==> src/rtl/vp_key_arbiter_if.sv <==
// Keypad event bus between the top-level input decode, vp_key_arbiter and
// vp_keymap. The master side drives the raw events and the keymap read
// strobe. The slave side is the arbiter.
interface vp_key_arbiter_if;
  logic       ps2_stb_i;
  logic [7:0] ps2_ascii_i;
  logic       ps2_released_i;
  logic [9:0] joy_numpad_i;
  logic       rx_read_i;
  logic       rx_data_ready_o;
  logic [7:0] rx_ascii_o;
  logic       rx_released_o;
  logic       overflow_o;
  logic       timeout_o;

  modport master (
    output ps2_stb_i, ps2_ascii_i, ps2_released_i, joy_numpad_i, rx_read_i,
    input  rx_data_ready_o, rx_ascii_o, rx_released_o, overflow_o, timeout_o
  );

  modport slave (
    input  ps2_stb_i, ps2_ascii_i, ps2_released_i, joy_numpad_i, rx_read_i,
    output rx_data_ready_o, rx_ascii_o, rx_released_o, overflow_o, timeout_o
  );
endinterface

==> src/rtl/vp_key_arbiter.sv <==
// Merges PS/2 ASCII events and gamepad digit buttons into one ordered event
// stream. Events are buffered in a small FIFO and handed to vp_keymap one at
// a time, with an idle gap after each event. A presented event that is never
// read is dropped after a timeout.
module vp_key_arbiter #(
  parameter int FIFO_DEPTH     = 4,
  parameter int GAP_CYCLES     = 16,
  parameter int TIMEOUT_CYCLES = 65535
) (
  input  logic            clk_i,
  input  logic            res_n_i,
  vp_key_arbiter_if.slave bus
);
  localparam int AW   = $clog2(FIFO_DEPTH);
  localparam int CMAX = (TIMEOUT_CYCLES > GAP_CYCLES) ? TIMEOUT_CYCLES : GAP_CYCLES;
  localparam int CW   = $clog2(CMAX + 1);
  localparam logic [CW-1:0] CNT_SAT      = {CW{1'b1}};
  localparam logic [CW-1:0] TIMEOUT_LAST = CW'(TIMEOUT_CYCLES - 1);
  localparam logic [CW-1:0] GAP_LAST     = CW'(GAP_CYCLES - 1);
  localparam logic [AW:0]   PTR_ONE      = {{AW{1'b0}}, 1'b1};

  typedef enum logic [1:0] {
    ST_IDLE    = 2'd0,
    ST_PRESENT = 2'd1,
    ST_GAP     = 2'd2
  } state_t;

  // ASCII code of gamepad button idx: bit0..bit8 map to '1'..'9', and bit9 maps to '0'.
  function automatic logic [7:0] digit_ascii(input logic [3:0] idx);
    return (idx == 4'd9) ? 8'h30 : (8'h31 + {4'd0, idx});
  endfunction

  // Returns {hit, index} of the lowest set bit of a button mask.
  function automatic logic [4:0] lowest_set(input logic [9:0] mask);
    logic [4:0] r;
    r = 5'd0;
    for (int i = 9; i >= 0; i--) begin
      if (mask[i]) r = {1'b1, 4'(i)};
    end
    return r;
  endfunction

  state_t        state_r, state_s;
  logic [CW-1:0] cnt_r, cnt_s;
  logic          ready_r, ready_s;
  logic          timeout_r, timeout_s;
  logic [7:0]    ascii_r;
  logic          released_r;
  logic          overflow_r;

  logic [8:0]    mem_r [FIFO_DEPTH];
  logic [AW:0]   wr_ptr_r, rd_ptr_r;
  logic          empty_s, full_s, pop_s, room_s;

  logic [9:0]    hist_r, pend_press_r, pend_rel_r;
  logic [4:0]    press_sel_s, rel_sel_s;
  logic          ps2_valid_s;
  logic          wr_en_s, ovf_set_s;
  logic [8:0]    wr_data_s;
  logic [9:0]    clr_press_s, clr_rel_s;

  // FIFO status. The extra pointer MSB tells a full FIFO from an empty one.
  // A full FIFO still accepts a write while the head is popped.
  always_comb begin
    empty_s = (wr_ptr_r == rd_ptr_r);
    full_s  = (wr_ptr_r[AW] != rd_ptr_r[AW]) && (wr_ptr_r[AW-1:0] == rd_ptr_r[AW-1:0]);
    pop_s   = (state_r == ST_IDLE) && !empty_s;
    room_s  = !full_s || pop_s;
  end

  // Enqueue arbitration: PS/2 first, then pending presses, then releases whose press has gone out.
  always_comb begin
    wr_en_s     = 1'b0;
    wr_data_s   = 9'd0;
    ovf_set_s   = 1'b0;
    clr_press_s = 10'd0;
    clr_rel_s   = 10'd0;
    ps2_valid_s = bus.ps2_stb_i && (bus.ps2_ascii_i != 8'h00);
    press_sel_s = lowest_set(pend_press_r);
    rel_sel_s   = lowest_set(pend_rel_r & ~pend_press_r);
    if (ps2_valid_s) begin
      wr_en_s   = room_s;
      wr_data_s = {bus.ps2_released_i, bus.ps2_ascii_i};
      ovf_set_s = !room_s;
    end else if (press_sel_s[4]) begin
      wr_en_s     = room_s;
      wr_data_s   = {1'b0, digit_ascii(press_sel_s[3:0])};
      clr_press_s = room_s ? (10'd1 << press_sel_s[3:0]) : 10'd0;
    end else if (rel_sel_s[4]) begin
      wr_en_s   = room_s;
      wr_data_s = {1'b1, digit_ascii(rel_sel_s[3:0])};
      clr_rel_s = room_s ? (10'd1 << rel_sel_s[3:0]) : 10'd0;
    end else begin
      wr_en_s = 1'b0;
    end
  end

  // FIFO storage and pointers.
  always_ff @(posedge clk_i or negedge res_n_i) begin
    if (!res_n_i) begin
      wr_ptr_r <= '0;
      rd_ptr_r <= '0;
      for (int i = 0; i < FIFO_DEPTH; i++) mem_r[i] <= 9'd0;
    end else begin
      if (wr_en_s) begin
        mem_r[wr_ptr_r[AW-1:0]] <= wr_data_s;
        wr_ptr_r <= wr_ptr_r + PTR_ONE;
      end
      if (pop_s) rd_ptr_r <= rd_ptr_r + PTR_ONE;
    end
  end

  // Joystick edge detection. A new edge wins over a same-cycle clear, so a re-press is not lost.
  always_ff @(posedge clk_i or negedge res_n_i) begin
    if (!res_n_i) begin
      hist_r       <= 10'd0;
      pend_press_r <= 10'd0;
      pend_rel_r   <= 10'd0;
    end else begin
      hist_r       <= bus.joy_numpad_i;
      pend_press_r <= (pend_press_r & ~clr_press_s) | (bus.joy_numpad_i & ~hist_r);
      pend_rel_r   <= (pend_rel_r & ~clr_rel_s) | (~bus.joy_numpad_i & hist_r);
    end
  end

  // Presentation FSM next state. The ack has priority over a timeout in the same cycle.
  always_comb begin
    state_s   = state_r;
    cnt_s     = cnt_r;
    ready_s   = ready_r;
    timeout_s = 1'b0;
    case (state_r)
      ST_IDLE: begin
        if (!empty_s) begin
          state_s = ST_PRESENT;
          cnt_s   = '0;
          ready_s = 1'b1;
        end else begin
          ready_s = 1'b0;
        end
      end
      ST_PRESENT: begin
        if (bus.rx_read_i) begin
          state_s = ST_GAP;
          cnt_s   = '0;
          ready_s = 1'b0;
        end else if (cnt_r == TIMEOUT_LAST) begin
          state_s   = ST_GAP;
          cnt_s     = '0;
          ready_s   = 1'b0;
          timeout_s = 1'b1;
        end else begin
          cnt_s = (cnt_r == CNT_SAT) ? cnt_r : (cnt_r + {{(CW-1){1'b0}}, 1'b1});
        end
      end
      ST_GAP: begin
        if (cnt_r == GAP_LAST) begin
          state_s = ST_IDLE;
          cnt_s   = '0;
        end else begin
          cnt_s = (cnt_r == CNT_SAT) ? cnt_r : (cnt_r + {{(CW-1){1'b0}}, 1'b1});
        end
      end
      default: begin
        state_s = ST_IDLE;
        cnt_s   = '0;
        ready_s = 1'b0;
      end
    endcase
  end

  // FSM state, counter and registered handshake outputs.
  always_ff @(posedge clk_i or negedge res_n_i) begin
    if (!res_n_i) begin
      state_r   <= ST_IDLE;
      cnt_r     <= '0;
      ready_r   <= 1'b0;
      timeout_r <= 1'b0;
    end else begin
      state_r   <= state_s;
      cnt_r     <= cnt_s;
      ready_r   <= ready_s;
      timeout_r <= timeout_s;
    end
  end

  // Presented data is latched only when the head is popped, so it stays stable while presented.
  always_ff @(posedge clk_i or negedge res_n_i) begin
    if (!res_n_i) begin
      ascii_r    <= 8'h00;
      released_r <= 1'b0;
    end else if (pop_s) begin
      ascii_r    <= mem_r[rd_ptr_r[AW-1:0]][7:0];
      released_r <= mem_r[rd_ptr_r[AW-1:0]][8];
    end
  end

  // Sticky overflow flag. It is set only when a PS/2 event is dropped.
  always_ff @(posedge clk_i or negedge res_n_i) begin
    if (!res_n_i) overflow_r <= 1'b0;
    else if (ovf_set_s) overflow_r <= 1'b1;
  end

  assign bus.rx_data_ready_o = ready_r;
  assign bus.rx_ascii_o      = ascii_r;
  assign bus.rx_released_o   = released_r;
  assign bus.overflow_o      = overflow_r;
  assign bus.timeout_o       = timeout_r;
endmodule

==> src/flat_wrapper.sv <==
// flat-port wrapper written by rule: the top's interface ports become plain ports
module vp_key_arbiter_flat 
#(
  parameter int FIFO_DEPTH     = 4,
  parameter int GAP_CYCLES     = 16,
  parameter int TIMEOUT_CYCLES = 65535
)
  (clk_i, res_n_i, bus_ps2_stb_i, bus_ps2_ascii_i, bus_ps2_released_i, bus_joy_numpad_i, bus_rx_read_i, bus_rx_data_ready_o, bus_rx_ascii_o, bus_rx_released_o, bus_overflow_o, bus_timeout_o);
  vp_key_arbiter_if bus_i ();
  input  logic clk_i;
  input  logic res_n_i;
  input wire logic [$bits(bus_i.ps2_stb_i)-1:0] bus_ps2_stb_i;
  input wire logic [$bits(bus_i.ps2_ascii_i)-1:0] bus_ps2_ascii_i;
  input wire logic [$bits(bus_i.ps2_released_i)-1:0] bus_ps2_released_i;
  input wire logic [$bits(bus_i.joy_numpad_i)-1:0] bus_joy_numpad_i;
  input wire logic [$bits(bus_i.rx_read_i)-1:0] bus_rx_read_i;
  output wire logic [$bits(bus_i.rx_data_ready_o)-1:0] bus_rx_data_ready_o;
  output wire logic [$bits(bus_i.rx_ascii_o)-1:0] bus_rx_ascii_o;
  output wire logic [$bits(bus_i.rx_released_o)-1:0] bus_rx_released_o;
  output wire logic [$bits(bus_i.overflow_o)-1:0] bus_overflow_o;
  output wire logic [$bits(bus_i.timeout_o)-1:0] bus_timeout_o;
  assign bus_i.ps2_stb_i = bus_ps2_stb_i;
  assign bus_i.ps2_ascii_i = bus_ps2_ascii_i;
  assign bus_i.ps2_released_i = bus_ps2_released_i;
  assign bus_i.joy_numpad_i = bus_joy_numpad_i;
  assign bus_i.rx_read_i = bus_rx_read_i;
  assign bus_rx_data_ready_o = bus_i.rx_data_ready_o;
  assign bus_rx_ascii_o = bus_i.rx_ascii_o;
  assign bus_rx_released_o = bus_i.rx_released_o;
  assign bus_overflow_o = bus_i.overflow_o;
  assign bus_timeout_o = bus_i.timeout_o;
  vp_key_arbiter #(.FIFO_DEPTH(FIFO_DEPTH), .GAP_CYCLES(GAP_CYCLES), .TIMEOUT_CYCLES(TIMEOUT_CYCLES)) u_core (.clk_i(clk_i), .res_n_i(res_n_i), .bus(bus_i));
endmodule
==> config.mk <==
export PLATFORM = sky130hd
export DESIGN_NAME = vp_key_arbiter_flat
export DESIGN_NICKNAME = d
export VERILOG_FILES = /design/src/rtl/vp_key_arbiter_if.sv /design/src/rtl/vp_key_arbiter.sv /design/src/flat_wrapper.sv
export SDC_FILE = /design/constraint.sdc
export NUM_CORES = 1
export LEC_CHECK = 0
export CORE_MARGIN = 4
export CORE_UTILIZATION = 65
export CTS_BUF_LIST = sky130_fd_sc_hd__clkbuf_2 sky130_fd_sc_hd__clkbuf_4 sky130_fd_sc_hd__clkbuf_8
export DETAILED_ROUTE_END_ITERATION = 8
export DONT_BUFFER_PORTS = 1
export HOLD_SLACK_MARGIN = 0.12
export PLACE_DENSITY = 0.8
export SLEW_MARGIN = 20
export SYNTH_ARGS = -nofsm -noshare
export SYNTH_HDL_FRONTEND = slang
export SYNTH_SLANG_ARGS = --single-unit
==> constraint.sdc <==
create_clock -name clk_i -period 2.44 [get_ports clk_i]
set_input_delay 0.488 -clock clk_i [delete_from_list [all_inputs] [get_ports clk_i]]
set_output_delay 0.488 -clock clk_i [all_outputs]
set_load 0.01 [all_outputs]
==> summary.txt, run 1 <==
RUN STATUS
----------------------------------------------------------------------------------
Result of the run                                                     complete, but fails checks
Failing checks                                                         hold timing

DETAILED ROUTING
----------------------------------------------------------------------------------
Wire length per cell                                                      17.63 µm
Drt drc                                                                          0
Number of DRC violations after detailed-routing iteration 0                    239
Via count of the routed design                                                3975
Avg Vias per Cell                                                            6.172
Iteration count of the initial detailed-routing pass                             5
Total wire length                                                         11360 µm
ANT nets after route                                                             0

STA
----------------------------------------------------------------------------------
Minimum clock period after layout                                          2339 ps
Final Hold Viols                                                               102
Least setup slack across all paths after layout                           101.1 ps
Max Slew Vio Count                                                               0
Relative slew margins                                                       57.10%
Final setup vio count                                                            0
Clk_skew                                                                  11.05 ps
Final period util                                                           95.86%
Slew at the pin with the worst max-slew slack                             637.6 ps
Sum of negative setup slack                                                   0 ps
RSZ-0062 raised after global routing                                          true
Peak clock frequency supported by timing                                 427.6 MHz
Final worst hold slack                                                   -195.6 ps

SYNTH
----------------------------------------------------------------------------------
Share of the synthesized area in the top cell type                          48.56%
Leading register cell type out of synthesis                           sky130_fd_sc_hd__dfrtp_1
Ranking of synthesized cells by area                                  sky130_fd_sc_hd__dfrtp_1, sky130_fd_sc_hd__o21ai_0, sky130_fd_sc_hd__nand2_1
Most frequent cells after synthesis                                   sky130_fd_sc_hd__dfrtp_1, sky130_fd_sc_hd__nand2_1, sky130_fd_sc_hd__o21ai_0
Total standard cell area after synthesis                                  5256 µm²
Most area-hungry cell type in the Yosys netlist                       sky130_fd_sc_hd__dfrtp_1
Synthesized area divided by synthesized cell count                       10.45 µm²
Synthesized Nets                                                               540
Number of cells produced by synthesis                                          503
Most frequently used cell type in the post-synthesis netlist          sky130_fd_sc_hd__dfrtp_1
Post-synthesis register bit count                                              102
Number of enable-type register cells in the synthesized netlist                  0
Yosys warning total                                                              0
Async set-or-reset flop fraction in the synthesized netlist                 100.0%
Count of unique library cells instantiated by Yosys                             64
Seq/Total Area, Yosys                                                       48.56%

POWER AND IR DROP
----------------------------------------------------------------------------------
Largest voltage drop on the vdd net                                      0.8110 mV
Leakage power of the design                                               2.600 nW
Power per cell area                                                    1088 nW/µm²

CELLS AND AREA
----------------------------------------------------------------------------------
Signed area change from the synthesized netlist to the final layout         10.47%
Final nets                                                                     574
Share of the core filled with cells                                         74.38%
Total of fill cells in the finished design                                     544
Antenna diodes                                                                   0
Fraction of final layout cells with drive strength greater than 1           17.90%

FLOORPLANNING
----------------------------------------------------------------------------------
Vertical die dimension                                                    97.93 µm
Initial cell density of the core                                            67.32%
Die extent in x                                                           97.93 µm
Area of the die                                                           9589 µm²
IO Count                                                                        35
Placeable core region                                                     7807 µm²
Placement Rows                                                                  32

PLACEMENT
----------------------------------------------------------------------------------
Detailed Place HPWL                                                        8293 µm
Port Buf Inserts                                                                 0
GP Congestion                                                               0.9326
Worst setup slack before clock tree synthesis                             53.93 ps

CRITICAL PATH
----------------------------------------------------------------------------------
CP Buf/Inv Count                                                                 1
Category of the most critical setup path                                   reg2reg
CP Capture Type                                                           register
Cell-by-cell listing of the critical path                             nor4_4 -> nand3_2 -> or2_1 -> o211ai_4 -> buf_4 -> xnor2_1
Crit path required time                                                    2730 ps
Critical path startpoint category                                         register
Largest delay share family, worst path                                simple AND/OR/NAND/NOR gates
Worst Path Arrival                                                         2620 ps
Largest driver fanout on the critical path                                      13
Cell with the largest stage delay on the worst path                   sky130_fd_sc_hd__dfrtp_1
Critical Path Max Stage Delay                                               500 ps

GLOBAL ROUTING
----------------------------------------------------------------------------------
Total congestion overflow                                                        0
Wire length of the first global-routing pass                              19290 µm
All-layer global routing usage                                              24.72%
Number of antenna violations at the first check in global routing                0
Largest net degree at the start of global routing                              103
Vias in the first global route                                                4094

CLOCK NETWORK
----------------------------------------------------------------------------------
Num Clock Sinks                                                                102
Clk root buf                                                          sky130_fd_sc_hd__clkbuf_8
Maximum level of the CTS H-tree                                                  3
Register clock-pin slew on the reported worst setup and hold paths          100 ps
Clock tree buffer depth                                                          2
Total CTS buffers                                                                9
Clock tree from TritonCTS                                                      yes
# Post-CTS Setup Buffers                                                         0
Worst skew pair latency                                                     370 ps

RUN
----------------------------------------------------------------------------------
Reported max-cap violation count                                                 0

MIN PATH
----------------------------------------------------------------------------------
Hold Path Class                                                           in2async

flip-flops by register name, summed over array words and instances (netlist names):
name,flops
u_core.hist_r,10
u_core.bus.timeout_o,1
u_core.bus.rx_released_o,1
u_core.state_r,2
u_core.bus.overflow_o,1
u_core.bus.rx_data_ready_o,1
u_core.cnt_r,16
u_core.pend_rel_r,10
u_core.wr_ptr_r,3
u_core.pend_press_r,10
u_core.mem_r,36
u_core.bus.rx_ascii_o,8
u_core.rd_ptr_r,3
power by group:
group / total, W / internal (W) / switching [W] / leakage (nW)
logic: 0.00264 / 0.00122 / 0.00143 / 1.28
clock network: 0.00112 / 0.000518 / 0.000598 / 0.105
registers: 0.00256 / 0.00218 / 0.000379 / 1.22
cell families (layout without fill, tap and decap cells):
group / Yosys count / in the layout / share of synthesized area, %
flip-flops: 102 / 102 / 48.56
adder cells (fa/ha/maj): 14 / 14 / 3.333
AND/OR/NAND/NOR: 180 / 180 / 18.90
multiplexers: 24 / 24 / 6.974
buffers and inverters: 41 / 80 / 3.404
AO/OA/AOI/OAI: 122 / 122 / 15.50
XOR/XNOR: 20 / 20 / 3.333
layer usage:
metal  global-route usage, %  vias to the layer above  routed length [µm]
met5                       0                        -                   0
met4                   8.733                        0                 201
met3                   6.214                       24                 773
met2                   39.69                      131                5502
met1                   32.92                     1935                4878
li1                        -                     1885                   -
through the flow:
step | cells | area [µm²] | power [W]
6_report | 644 | 5807 | 0.006319
5_1_grt | 644 | 5807 | 0.006751
4_1_cts | 642 | 5779 | 0.006320
3_5_place_dp | 626 | 5565 | 0.005174
3_3_place_gp | 626 | 5565 | 0.005031
2_1_floorplan | 503 | 5256 | 0.004442
cell usage in the layout, fill, tap and decap left out, drive strengths merged, types with 7 or more instances in the layout:
master / instances
mux4: 9
dfrtp: 102
ha: 14
nand4: 12
nand2b: 8
mux2: 11
nor2b: 11
a21oi: 16
nor4: 13
nor2: 40
nand2: 56
and3: 8
inv: 31
clkbuf: 10
nand3: 12
o21ai: 57
xnor2: 7
xor2: 13
buf: 34
final cells by class:
type | instances | area [µm²] | share of cell area, %
Sequential cell | 102 | 2552 | 43.96
Timing Repair Buffer | 36 | 275.3 | 4.740
Clock buffer | 10 | 137.6 | 2.370
Clock inverter | 6 | 75.07 | 1.293
Multi-Input combinational cell | 360 | 2534 | 43.63
Inverter | 28 | 105.1 | 1.810
Tap cell | 102 | 127.6 | 2.198
worst paths after layout:
kind	slack [ps]	endpoint	depth (start not counted)	from
min in group clk_i	140	u_core.hist_r[6]	0	bus_joy_numpad_i[6]
max	100	u_core.wr_ptr_r[2]	6	u_core.pend_press_r[4]
max in group asynchronous	2460	u_core.pend_rel_r[4]	0	res_n_i
min reg2reg	450	u_core.pend_press_r[3]	1	u_core.hist_r[3]
min	-200	u_core.cnt_r[13]	0	res_n_i
max reg2reg	100	u_core.wr_ptr_r[2]	6	u_core.pend_press_r[4]
what timing repair did:
item,in CTS,in global routing
resized for setup,1,2
hold endpoints to repair,102,104
setup endpoints to repair,1,10
No activity file was read; power rests on OpenSTA's default activity.
==> run 2, diff against run 1 <==
CORE_UTILIZATION = 50   (was 65)
PLACE_DENSITY = not set   (was 0.8)
==> run 2 against run 1 <==
  * Sequential power about the same
  * Clock skew is 2.1 ps lower
  * Non-clock buffer count up 13
  * Wire length rose by 5.4%
  * Setup slack improved by 8.1 ps
  * The run still ends with hold timing left
  * Final cell count increased by 7.3%
  * Register-to-register slack about the same
  * Via count down 0.40%
==> summary.txt, run 2 (synthesis results as in run 1) <==
RUN STATUS
------------------------------------------------------------------------------------
Result of the run                                                       complete, but fails checks   unchanged
Failing checks                                                           hold timing   unchanged

CRITICAL PATH
------------------------------------------------------------------------------------
Largest driver fanout on the critical path                                         4   was 13
Critical path startpoint category                                           register   unchanged
CP Buf/Inv Count                                                                   3   was 1
Cell-by-cell listing of the critical path                               nor2b_1 -> buf_4 -> a311o_1 -> nand4_1 -> a2111oi_1 -> buf_4 -> o31ai_1 -> buf_4 -> o21ai_0   was nor4_4 -> nand3_2 -> or2_1 -> o211ai_4 -> buf_4 -> xnor2_1
Crit path required time                                                      2730 ps   about the same
Cell with the largest stage delay on the worst path                     sky130_fd_sc_hd__a2111oi_1   was sky130_fd_sc_hd__dfrtp_1
Critical path's most frequent cell                                      sky130_fd_sc_hd__buf_4
CP Capture Type                                                             register   unchanged
Worst Path Arrival                                                           2620 ps   about the same
Category of the most critical setup path                                     reg2reg   unchanged
Critical Path Max Stage Delay                                                 550 ps   was 500 ps
Largest delay share family, worst path                                  compound AO/OA/AOI/OAI gates   was simple AND/OR/NAND/NOR gates

POWER AND IR DROP
------------------------------------------------------------------------------------
Clock group share of total power                                               18.3%   was 17.7%
Largest voltage drop on the vdd net                                        0.5375 mV   was 0.8110 mV
Proportion of power drawn by flip-flops and latches                            39.6%   was 40.5%
Switching portion of total power                                              37.19%   was 38.03%
Fraction of power consumed by combinational cells                              42.1%   was 41.8%
Leakage power of the design                                                 2.662 nW   was 2.600 nW
Power per cell area                                                      1071 nW/µm²   was 1088 nW/µm²
Net Switching                                                             0.002381 W   was 0.002403 W
Cell Int Power                                                            0.004021 W   was 0.003916 W

CLOCK NETWORK
------------------------------------------------------------------------------------
Maximum level of the CTS H-tree                                                    3   unchanged
Clk root buf                                                            sky130_fd_sc_hd__clkbuf_8   unchanged
Register clock-pin slew on the reported worst setup and hold paths            100 ps   about the same
# Post-CTS Setup Buffers                                                           0   unchanged
Clock tree buffer depth                                                            2   unchanged
Total CTS buffers                                                                  9   unchanged
Clock tree from TritonCTS                                                        yes   unchanged
Num Clock Sinks                                                                  102   unchanged
Number of buffers inserted for hold repair after clock tree synthesis             10
Worst skew pair latency                                                       370 ps   about the same

CELLS AND AREA
------------------------------------------------------------------------------------
Final nets                                                                       587   was 574
Largest registers ranked by flip-flop count                             u_core.mem_r: 36 flops, u_core.cnt_r: 16 flops   unchanged
Area of all placed cells without fillers                                    5976 µm²   was 5807 µm²
Sequential cell area                                                        2552 µm²   unchanged
Leading cell type in the layout, fill and taps excluded                 sky130_fd_sc_hd__dfrtp_1   unchanged
Total of fill cells in the finished design                                       911   was 544
Register ranked first by flip-flop count                                u_core.mem_r   unchanged
Largest register FFs                                                              36   unchanged
Cell Count, Final, Fillers Out                                                   691   was 644
Fraction of final layout cells with drive strength greater than 1             18.38%   was 17.90%
Top library cells by usage in the layout, fill and taps aside           sky130_fd_sc_hd__dfrtp_1, sky130_fd_sc_hd__nand2_1, sky130_fd_sc_hd__o21ai_0, sky130_fd_sc_hd__buf_4, sky130_fd_sc_hd__nor2_1   was sky130_fd_sc_hd__dfrtp_1, sky130_fd_sc_hd__nand2_1, sky130_fd_sc_hd__o21ai_0, sky130_fd_sc_hd__nor2_1, sky130_fd_sc_hd__buf_4
Area used by multi-input combinational logic                                2536 µm²   was 2534 µm²
Antenna diodes                                                                     0   unchanged
Share of the core filled with cells                                           58.14%   was 74.38%
Signed area change from the synthesized netlist to the final layout           13.69%   was 10.47%

FLOORPLANNING
------------------------------------------------------------------------------------
Vertical die dimension                                                      110.5 µm   was 97.93 µm
Placeable core region                                                      10280 µm²   was 7807 µm²
IO Count                                                                          35   unchanged
Placement Rows                                                                    37   was 32
Die extent in x                                                             110.5 µm   was 97.93 µm
Initial cell density of the core                                              51.14%   was 67.32%
Area of the die                                                            12220 µm²   was 9589 µm²

STA
------------------------------------------------------------------------------------
Final worst hold slack                                                     -207.7 ps   was -195.6 ps
Peak clock frequency supported by timing                                   429.0 MHz   was 427.6 MHz
Clk_skew                                                                    8.953 ps   was 11.05 ps
Relative slew margins                                                         54.87%   was 57.10%
Sum of negative setup slack                                                     0 ps   unchanged
Final Hold Viols                                                                 102   unchanged
Max Slew Vio Count                                                                 0   unchanged
RSZ-0062 raised after global routing                                           false   was true
Final setup vio count                                                              0   unchanged
Final period util                                                             95.52%   was 95.86%
Minimum clock period after layout                                            2331 ps   was 2339 ps
Slew at the pin with the worst max-slew slack                               675.5 ps   was 637.6 ps

RUN
------------------------------------------------------------------------------------
Reported max-cap violation count                                                   0   unchanged

GLOBAL ROUTING
------------------------------------------------------------------------------------
Vias in the first global route                                                  4127   was 4094
Total congestion overflow                                                          0   unchanged
All-layer global routing usage                                                20.55%   was 24.72%
Number of antenna violations at the first check in global routing                  0   unchanged
Largest net degree at the start of global routing                                103   unchanged
Wire length of the first global-routing pass                                20420 µm   was 19290 µm

PLACEMENT
------------------------------------------------------------------------------------
Detailed Place HPWL                                                          8916 µm   was 8293 µm
GP Congestion                                                                 0.9301   was 0.9326
Cell count after placement                                                       665   was 626
Port Buf Inserts                                                                   0   unchanged
Cell area reported after detailed placement                                 5645 µm²   was 5565 µm²

DETAILED ROUTING
------------------------------------------------------------------------------------
Iteration count of the initial detailed-routing pass                               4   was 5
Avg Vias per Cell                                                              5.729   was 6.172
Number of DRC violations after detailed-routing iteration 0                      224   was 239
Drt drc                                                                            0   unchanged
ANT nets after route                                                               0   unchanged
Wire length per cell                                                        17.32 µm   was 17.63 µm
Via count of the routed design                                                  3959   was 3975
Total wire length                                                           11970 µm   was 11360 µm

MIN PATH
------------------------------------------------------------------------------------
Hold Path Class                                                             in2async   unchanged

## run 2: metal layers
metal	part of all wire [%]	GRT usage, %	vias to the layer above
met5	0	0	-
met3	4.0	3.507	22
met1	46	27.99	1950
met4	2.3	7.307	0
met2	48	33.25	90
li1	-	-	1897
## run 2: power by group through the flow
stage	registers [W]	clock network, W	logic [W]
2_1_floorplan	0.00249	0	0.00196
3_3_place_gp	0.00255	0	0.00262
3_5_place_dp	0.00257	0	0.00268
4_1_cts	0.00254	0.00121	0.00271
5_1_grt	0.00260	0.00129	0.00298
6_report	0.00253	0.00117	0.00270
## run 2: worst paths after layout
kind | start | endpoint | slack, ps | cells past startpoint
max in group asynchronous | res_n_i | u_core.mem_r[4] | 2490 | 0
max | u_core.pend_rel_r[7] | u_core.mem_r[10] | 110 | 9
min reg2reg | u_core.hist_r[3] | u_core.pend_press_r[3] | 450 | 1
max reg2reg | u_core.pend_rel_r[7] | u_core.mem_r[10] | 110 | 9
min in group clk_i | bus_joy_numpad_i[6] | u_core.pend_rel_r[6] | 210 | 1
min | res_n_i | u_core.cnt_r[12] | -210 | 0
## run 2: timing repair
action,in CTS,in global routing
endpoints found under the setup margin,0,8
hold endpoints to repair,112,102
gates resized for setup,0,3
## run 2: through the flow
step | worst slack, ps | power, W | hold slack, ps
final | 109.2 | 0.006403 | -207.7
after global routing | 0.07683 | 0.006865 | -232.0
after CTS | 1.310 | 0.006457 | -226.5
after detailed placement | 63.20 | 0.005253 | 195.2
after global placement | 56.60 | 0.005165 | 195.4
after floorplan | 290.9 | 0.004442 | 192.4
## run 2: layout make-up
cell class	instances	area share [%]
clock buffers	9	2.073
clock inverters	7	1.591
inverters	28	1.759
multi-input cells	360	42.44
flip-flops and latches	102	42.71
well taps	136	2.848
repair buffers	49	6.575
==> run 3, diff against run 2 <==
CTS_BUF_LIST = not set   (was sky130_fd_sc_hd__clkbuf_2 sky130_fd_sc_hd__clkbuf_4 sky130_fd_sc_hd__clkbuf_8)
REMOVE_ABC_BUFFERS = 1   (was not set)
==> run 3 against run 2 <==
  * The run still ends with hold timing left
  * Critical path depth shrank 2
  * Die area is the same
  * Clock power shrank 8%
  * Largest power group unchanged
  * Highest routed layer unchanged
  * First-iteration DRC count shrank 1.3%
  * Utilization shrank 0.28 points
  * Critical endpoint unchanged
  * Final cell count shrank 0.14%
  * Fmax grew 4.0%
  * Sequential share of layout area grew 0.21 points
==> summary.txt, run 3 (synthesis results as in run 1) <==
DETAILED ROUTING
------------------------------------------------------------------------------------
Via count of the routed design                                                  3877   was 3959
ANT nets after route                                                               0   unchanged
Avg Vias per Cell                                                              5.619   was 5.729
Wire length per cell                                                        17.14 µm   was 17.32 µm
Drt drc                                                                            0   unchanged
Iteration count of the initial detailed-routing pass                               4   unchanged
Total wire length                                                           11830 µm   was 11970 µm
Number of DRC violations after detailed-routing iteration 0                      221   was 224

POWER AND IR DROP
------------------------------------------------------------------------------------
Largest voltage drop on the vdd net                                        0.7281 mV   was 0.5375 mV
Power consumption                                                         0.006328 W   was 0.006403 W
Leakage power of the design                                                 2.653 nW   was 2.662 nW
Power per cell area                                                      1064 nW/µm²   was 1071 nW/µm²

STA
------------------------------------------------------------------------------------
Final period util                                                             91.89%   was 95.52%
Final Hold Viols                                                                 102   unchanged
Final worst hold slack                                                     -183.2 ps   was -207.7 ps
Slew at the pin with the worst max-slew slack                               710.6 ps   was 675.5 ps
Final setup vio count                                                              0   unchanged
Relative slew margins                                                         52.20%   was 54.87%
Minimum clock period after layout                                            2242 ps   was 2331 ps
Peak clock frequency supported by timing                                   446.0 MHz   was 429.0 MHz
Max Slew Vio Count                                                                 0   unchanged
RSZ-0062 raised after global routing                                           false   unchanged
Clk_skew                                                                    9.435 ps   was 8.953 ps

FLOORPLANNING
------------------------------------------------------------------------------------
Placeable core region                                                      10280 µm²   unchanged
Placement Rows                                                                    37   unchanged
Area of the die                                                            12220 µm²   unchanged
Initial cell density of the core                                              51.14%   unchanged
Die extent in x                                                             110.5 µm   unchanged
Vertical die dimension                                                      110.5 µm   unchanged
IO Count                                                                          35   unchanged

CLOCK NETWORK
------------------------------------------------------------------------------------
Total CTS buffers                                                                  9   unchanged
Clk root buf                                                            sky130_fd_sc_hd__clkbuf_8   unchanged
Clock tree from TritonCTS                                                        yes   unchanged
Maximum level of the CTS H-tree                                                    3   unchanged
Register clock-pin slew on the reported worst setup and hold paths             90 ps   was 100 ps
Number of buffers inserted for hold repair after clock tree synthesis              7   was 10
Clock tree buffer depth                                                            2   unchanged
Num Clock Sinks                                                                  102   unchanged
Worst skew pair latency                                                       360 ps   was 370 ps

MIN PATH
------------------------------------------------------------------------------------
Hold Path Class                                                             in2async   unchanged

RUN
------------------------------------------------------------------------------------
Reported max-cap violation count                                                   0   unchanged

RUN STATUS
------------------------------------------------------------------------------------
Failing checks                                                           hold timing   unchanged
Result of the run                                                       complete, but fails checks   unchanged

CRITICAL PATH
------------------------------------------------------------------------------------
Cell with the largest stage delay on the worst path                     sky130_fd_sc_hd__a2111oi_0   was sky130_fd_sc_hd__a2111oi_1
Critical Path Max Stage Delay                                                 540 ps   was 550 ps
CP Capture Type                                                             register   unchanged
Cell-by-cell listing of the critical path                               buf_4 -> nor4_4 -> nand3_2 -> a2111oi_0 -> buf_4 -> o31ai_2 -> o21ai_0   was nor2b_1 -> buf_4 -> a311o_1 -> nand4_1 -> a2111oi_1 -> buf_4 -> o31ai_1 -> buf_4 -> o21ai_0
Critical path's most frequent cell                                      sky130_fd_sc_hd__buf_4   unchanged
Crit path required time                                                      2720 ps   was 2730 ps
Worst Path Arrival                                                           2520 ps   was 2620 ps
Critical path startpoint category                                           register   unchanged
Category of the most critical setup path                                     reg2reg   unchanged
Largest driver fanout on the critical path                                         5   was 4

CELLS AND AREA
------------------------------------------------------------------------------------
Antenna diodes                                                                     0   unchanged
Cell Count, Final, Fillers Out                                                   690   was 691
Final nets                                                                       586   was 587
Area used by multi-input combinational logic                                2540 µm²   was 2536 µm²
Register ranked first by flip-flop count                                u_core.mem_r   unchanged
Fraction of final layout cells with drive strength greater than 1             18.95%   was 18.38%
Area of all placed cells without fillers                                    5947 µm²   was 5976 µm²
Sequential cell area                                                        2552 µm²   unchanged
Top library cells by usage in the layout, fill and taps aside           sky130_fd_sc_hd__dfrtp_1, sky130_fd_sc_hd__nand2_1, sky130_fd_sc_hd__o21ai_0, sky130_fd_sc_hd__buf_4, sky130_fd_sc_hd__nor2_1   unchanged
Leading cell type in the layout, fill and taps excluded                 sky130_fd_sc_hd__dfrtp_1   unchanged
Total of fill cells in the finished design                                       906   was 911
Largest register FFs                                                              36   unchanged
Signed area change from the synthesized netlist to the final layout           13.14%   was 13.69%
Largest registers ranked by flip-flop count                             u_core.mem_r: 36 flops, u_core.cnt_r: 16 flops   unchanged

PLACEMENT
------------------------------------------------------------------------------------
GP Congestion                                                                 0.9012   was 0.9301
Cell count after placement                                                       667   was 665
Port Buf Inserts                                                                   0   unchanged
Detailed Place HPWL                                                          8895 µm   was 8916 µm
Cell area reported after detailed placement                                 5660 µm²   was 5645 µm²

GLOBAL ROUTING
------------------------------------------------------------------------------------
All-layer global routing usage                                                20.50%   was 20.55%
Number of antenna violations at the first check in global routing                  0   unchanged
Largest net degree at the start of global routing                                103   unchanged
Vias in the first global route                                                  4075   was 4127
Wire length of the first global-routing pass                                20470 µm   was 20420 µm
Total congestion overflow                                                          0   unchanged

==> run 3: cell count changes in the layout (fill, tap and decap cells not counted), moves of 2 or more <==
cell	delta
sky130_fd_sc_hd__buf_4	+2
sky130_fd_sc_hd__clkbuf_1	+2
sky130_fd_sc_hd__clkbuf_8	+2
sky130_fd_sc_hd__dlygate4sd3_1	-3
sky130_fd_sc_hd__inv_6	-2
sky130_fd_sc_hd__nor2b_1	-3
sky130_fd_sc_hd__nor2b_2	+3
==> run 3: area by class of cell <==
class                      instances  area share, %
timing repair buffer              48          6.354
inverter                          28          1.767
multi-input combinational        360          42.71
sequential                       102          42.92
clock inverter                     3         0.7153
tap                              136          2.861
clock buffer                      13          2.672
==> run 3: path summary, 6_finish.rpt <==
check | startpoint | depth (start not counted) | endpoint | slack, ps
max in group asynchronous | res_n_i | 0 | u_core.cnt_r[5] | 2400
min in group clk_i | bus_joy_numpad_i[4] | 0 | u_core.hist_r[4] | 150
worst min-delay path | res_n_i | 0 | u_core.cnt_r[11] | -180
worst max register to register | u_core.pend_press_r[7] | 7 | u_core.mem_r[10] | 200
worst min register to register | u_core.hist_r[4] | 1 | u_core.pend_press_r[4] | 450
worst max-delay path | u_core.pend_press_r[7] | 7 | u_core.mem_r[10] | 200
==> run 3: critical path: cells and delay by family, from the launching register on <==
family / cells / cell delay [ps]
AO/OA/AOI/OAI: 3 / 810
AND/OR/NAND/NOR: 2 / 580
flip-flops: 1 / 390
buffers and inverters: 2 / 370
==> run 3: layer usage <==
| layer | wire length (µm) | vias to the layer above | GRT usage (%) |
|---|---|---|---|
| li1 | - | 1894 | - |
| met1 | 5628 | 1906 | 28.19 |
| met2 | 5581 | 57 | 32.73 |
| met3 | 407 | 20 | 4.384 |
| met4 | 211 | 0 | 6.240 |
| met5 | 0 | - | 0 |
==> run 3: stage by stage <==
step	TNS, ps	setup slack (ps)	utilization, %
after floorplan	-424.0	-259.4	-
after detailed placement	-8.032	-8.032	55.08
after global routing	0	4.423	57.86
after global placement	-35.04	-35.04	55.08
after CTS	0	10.32	57.72
final	0	197.8	57.86
==> run 3: timing repair <==
| item | in CTS | in global routing |
|---|---|---|
| setup endpoints to repair | 0 | 10 |
| gates resized for setup | 0 | 5 |
| hold endpoints to repair | 109 | 102 |
| setup buffers | 0 | 0 |
==> run 3: where the power goes <==
group          switching (W)  internal, W  total (W)
logic                0.00145      0.00127    0.00272
clock network       0.000551     0.000530    0.00108
registers           0.000350      0.00218    0.00253
total                0.00235      0.00398    0.00633
